[config.mk]
export PLATFORM = sky130hd
export DESIGN_NAME = flt_norm_store
export DESIGN_NICKNAME = d
export VERILOG_FILES = /design/src/rtl/flt_pkg.sv /design/src/rtl/flt_round_rne.sv /design/src/rtl/flt_norm_store.sv
export SDC_FILE = /design/constraint.sdc
export NUM_CORES = 1
export LEC_CHECK = 0
export BUFFER_PORTS_ARGS = -buffer_cell sky130_fd_sc_hd__buf_2
export CORE_MARGIN = 4
export CORE_UTILIZATION = 40
export DETAILED_ROUTE_END_ITERATION = 6
export HOLD_SLACK_MARGIN = 0.03
export PLACE_DENSITY = 0.58
export SLEW_MARGIN = 5
export SYNTH_ARGS = -nofsm -noshare
export SYNTH_HDL_FRONTEND = slang
export SYNTH_SLANG_ARGS = --single-unit
[constraint.sdc]
create_clock -name clk -period 6.9 [get_ports clk]
set_input_delay 0.345 -clock clk [delete_from_list [all_inputs] [get_ports clk]]
set_output_delay 0.345 -clock clk [all_outputs]
set_load 0.005 [all_outputs]
[src/rtl/flt_pkg.sv]
// Shared types and constants for the half-precision normalize/round/store path.
// Field positions describe the adder core's unnormalized mantissa layout.
package flt_pkg;

    typedef enum logic [2:0] {
        ST_IDLE,
        ST_NORM,
        ST_ROUND,
        ST_WR_HI,
        ST_WR_LO,
        ST_DONE
    } state_t;

    localparam int BIAS       = 15;
    localparam int MANT_W     = 15;
    localparam int EXP_W      = 7;
    localparam int FRAC_W     = 10;
    localparam int CARRY_BIT  = 14;
    localparam int HIDDEN_BIT = 13;
    localparam int FRAC_MSB   = 12;
    localparam int FRAC_LSB   = 3;
    localparam int GUARD_BIT  = 2;
    localparam int ROUND_BIT  = 1;
    localparam int STICKY_BIT = 0;

    localparam logic signed [EXP_W-1:0] EXP_MAX = 7'sd31;
    localparam logic signed [EXP_W-1:0] EXP_MIN = 7'sd0;

    typedef struct packed {
        logic                    sign;
        logic signed [EXP_W-1:0] exp;
        logic [MANT_W-1:0]       mant;
    } operand_t;

endpackage

[src/rtl/flt_round_rne.sv]
// Round-to-nearest-even on a normalized mantissa; returns hidden+fraction and carry.
// Latency: combinational. Backpressure: none.
// Input bit 14 is expected clear, so carry means the increment overflowed the hidden bit.
module flt_round_rne
    import flt_pkg::*;
(
    input  logic [MANT_W-1:0] mant,
    output logic [FRAC_W:0]   frac_rnd,
    output logic              carry
);

    logic       inc;
    logic [11:0] upper;

    always_comb begin
        inc      = mant[GUARD_BIT] & (mant[ROUND_BIT] | mant[STICKY_BIT] | mant[FRAC_LSB]);
        upper    = mant[CARRY_BIT:FRAC_LSB] + {11'd0, inc};
        frac_rnd = upper[FRAC_W:0];
        carry    = upper[11];
    end

endmodule

[src/rtl/flt_norm_store.sv]
// Normalizes, rounds and packs an adder sum to binary16, then writes it as two bytes.
// Latency: done at T+5 for a normalized input, +1 cycle per normalization shift.
// Backpressure: in_ready only in IDLE/DONE; in_valid while busy is ignored.
module flt_norm_store
    import flt_pkg::*;
#(
    parameter logic [7:0] ADDR_BASE = 8'd132
) (
    input  logic        clk,
    input  logic        reset,
    input  logic        in_valid,
    output logic        in_ready,
    input  logic        in_sign,
    input  logic [6:0]  in_exp,
    input  logic [14:0] in_mant,
    output logic        mem_we,
    output logic [7:0]  mem_addr,
    output logic [7:0]  mem_wdata,
    output logic        done
);

    state_t   state, state_nxt;
    operand_t op, op_nxt;
    logic [15:0] result, result_nxt;

    logic [FRAC_W:0]         frac_rnd;
    logic                    rnd_carry;
    logic signed [EXP_W-1:0] exp_fin;
    logic [FRAC_W-1:0]       frac_fin;

    flt_round_rne u_round (
        .mant     (op.mant),
        .frac_rnd (frac_rnd),
        .carry    (rnd_carry)
    );

    always_ff @(posedge clk) begin
        if (reset) begin
            state  <= ST_IDLE;
            op     <= '0;
            result <= '0;
        end else begin
            state  <= state_nxt;
            op     <= op_nxt;
            result <= result_nxt;
        end
    end

    always_comb begin
        state_nxt  = state;
        op_nxt     = op;
        result_nxt = result;
        in_ready   = 1'b0;
        done       = 1'b0;
        mem_we     = 1'b0;
        mem_addr   = ADDR_BASE;
        mem_wdata  = result[15:8];

        // A rounding carry leaves 1.000..., so shifting the fraction right is exact.
        exp_fin  = op.exp + {6'd0, rnd_carry};
        frac_fin = rnd_carry ? frac_rnd[FRAC_W:1] : frac_rnd[FRAC_W-1:0];

        case (state)
            ST_IDLE, ST_DONE: begin
                in_ready = 1'b1;
                done     = (state == ST_DONE);
                if (in_valid) begin
                    op_nxt    = '{sign: in_sign, exp: in_exp, mant: in_mant};
                    state_nxt = ST_NORM;
                end
            end
            ST_NORM: begin
                if (op.mant == '0) begin
                    op_nxt    = '0;
                    state_nxt = ST_ROUND;
                end else if (op.mant[CARRY_BIT]) begin
                    op_nxt.mant = {1'b0, op.mant[CARRY_BIT:2], op.mant[1] | op.mant[0]};
                    op_nxt.exp  = op.exp + 7'sd1;
                end else if (!op.mant[HIDDEN_BIT]) begin
                    op_nxt.mant = {op.mant[MANT_W-2:0], 1'b0};
                    op_nxt.exp  = op.exp - 7'sd1;
                end else begin
                    state_nxt = ST_ROUND;
                end
            end
            ST_ROUND: begin
                if (exp_fin >= EXP_MAX) begin
                    result_nxt = {op.sign, 5'h1F, 10'h000};
                end else if (exp_fin <= EXP_MIN) begin
                    result_nxt = 16'h0000;
                end else begin
                    result_nxt = {op.sign, exp_fin[4:0], frac_fin};
                end
                state_nxt = ST_WR_HI;
            end
            ST_WR_HI: begin
                mem_we    = 1'b1;
                state_nxt = ST_WR_LO;
            end
            ST_WR_LO: begin
                mem_we    = 1'b1;
                mem_addr  = ADDR_BASE + 8'd1;
                mem_wdata = result[7:0];
                state_nxt = ST_DONE;
            end
            default: state_nxt = ST_IDLE;
        endcase
    end

endmodule
==> metrics.yaml <==
leakagePower_nw: 1.32
grt_pass1_wl_um: 14600
die-area_um2: 9420
numCtsBuffers: 5
cts_sinks: 42
maxSlewViolCount: 0
clk_latency_ns: 0.30
hold_ws_ns: 0.307
yosysMostFrequentCell: "nand2_1"
ys_warn_count: 0
ir_worst_vdd_mv: 0.179
netlist_area_um2: 3170
instances_no_fill: 542
fin_nets: 471
synth_ff_type: "dfxtp_1"
setup_viol: 0
seq_area_frac_synth: 0.265
cts_resized: 0
ys_types: 71
wl_um: 8540
cts_tree: "yes"
worst_slew_pin_slew_ns: 0.899
fmaxAchievable_ghz: 0.257
cts_buffer_depth: 2
cp-start-kind: "flop"
antenna_found_initial: 0
dp_hpwl_um: 6070
synthTopCellsByCount: "55 x nand2_1, 42 x dfxtp_1, 40 x nor2_1, 38 x a21oi_1, 24 x clkbuf_1"
dr_total_vias: 3194
io_buffer_count: 37
post-route-drc-count: 0
cp-startpoint: "op[13]"
io_pins: 45
synthArstFlopShare: 0
coreArea_um2: 7730
grt_max_degree: 56
rsz0062_at_grt: "no"
hold_start: "in_sign"
first_pass_iters: 5
die_h_um: 97.0
rows: 32
r2r-start: "op[13]"
setup_tns_ns: 0
ant_nets: 0
synth_edf_count: 0
h-tree-depth: 2
synth_area_per_cell_um2: 7.36
routabilityCongestion: 0.926
dp_cells: 534
syn_inst: 431
initial_utilization: 0.410
drive_gt1_frac: 0.145
synth_top_area_frac: 0.265
viasPerCell: 5.89
fp.dieW_um: 97.0
holdCritPathClass: "primary input to flop"
cts_root_buffer: "clkbuf_8"
min_period_ns: 3.90
drtIter0Drc: 168
cp.required_ns: 7.10
cts.clk_slew.worst_paths_ns: 0.08
grt_pass1_vias: 2988
clock_skew_ns: 0.0103
synth_top_area_cell: "dfxtp_1"
end_kind: "flop"
hold_viol: 0
grt.overflow.total: 0
antennaDiodeCount: 0
slew_headroom: 0.401
synthToLayoutAreaGrowth_pct: 7.06
ys_ff_latch: 42
ys_top_cells_by_area: "dfxtp_1 27%, nand2_1 6.5%, a21oi_1 6.0%"
path_max_fanout: 18
arrival_ns: 4.09
cts_setup_buffers: 0
crit_type: "flop to flop"
p_per_area_nw_per_um2: 416
post-route-period-util: 0.565
maxCapViolations: 0
outcome: "finished clean"
hold_buffers: 0
wl_per_cell_um: 15.8
grtUsageTotal: 0.182
[path summary, 6_finish.rpt]
kind / slack [ns] / cells after the start / endpoint
max: 3.00 / 12 / result[2]
min: 0.31 / 3 / op[22]
max reg2reg: 3.00 / 12 / result[2]
min reg2reg: 0.46 / 2 / result[8]
[worst max-delay path, stage by stage, from the launching register on]
cell and delay, ns:
dfxtp_1 0.76, nand4_4 0.27, nor4_4 0.43, xnor2_2 0.24
inv_2 0.11, ha_1 0.25, ha_1 0.21, nand3_1 0.10
xor2_1 0.22, o311ai_1 0.18, or4_1 0.47, o31a_1 0.32
a311oi_1 0.23
[sequential cells by signal (all words and copies together) (netlist names)]
name and flops:
op 23, result 16, state 3
[cell families after synthesis]
family                     count (synthesis)  synth area share
other                                      2           0.00237
and+or+nand+nor                          175             0.280
adders and majority gates                  6            0.0237
xor gates and xnor gates                   7            0.0241
DFF                                       42             0.265
muxes                                     12            0.0414
AOI/OAI and AO/OA                        134             0.282
buffers and inverters                     53            0.0809
[stage by stage]
| stage | cell area (um^2) | util | power, mW | setup slack [ns] |
|---|---|---|---|---|
| after CTS | 3400 | 0.439 | 1.41 | 3.01 |
| final | 3400 | 0.439 | 1.41 | 3.00 |
| after detailed placement | 3300 | 0.428 | 1.24 | 3.06 |
| after global placement | 3300 | 0.428 | 1.23 | 3.21 |
| after floorplan | 3190 | - | 1.09 | 3.75 |
| after global routing | 3400 | 0.439 | 1.55 | 2.67 |
[where the power goes]
part	total, mW	leakage, nW	switching (mW)	internal [mW]
clock	0.167	0.0482	0.0865	0.0809
combinational	0.742	0.927	0.442	0.300
sequential	0.503	0.345	0.182	0.321
total	1.41	1.32	0.710	0.702
[placed cells by master, fill, tap and decap left out, drive strengths merged, types with 10 or more instances in the layout]
cell type and instances:
a21oi 38, nor2 40, nor3 15, nand2 55, inv 10, o211ai 14, dfxtp 42, nand3 12
a211oi 10, buf 39, o21ai 20
[area by class of cell]
| cell class | instances | area (um^2) |
|---|---|---|
| repair buffers | 39 | 200 |
| clock inverters | 1 | 5.00 |
| multi-input cells | 341 | 2100 |
| fillers | 839 | 4330 |
| flip-flops and latches | 42 | 842 |
| clock buffers | 7 | 86.3 |
| well taps | 102 | 128 |
| inverters | 10 | 37.5 |
[layer usage]
metal / routed length [um] / vias to the layer above / track usage
li1: - / 1582 / -
met1: 3930 / 1496 / 0.238
met2: 4050 / 105 / 0.306
met3: 389 / 11 / 0.0281
met4: 172 / 0 / 0.0551
met5: 0 / - / 0
(Power assumes the default switching activity.)
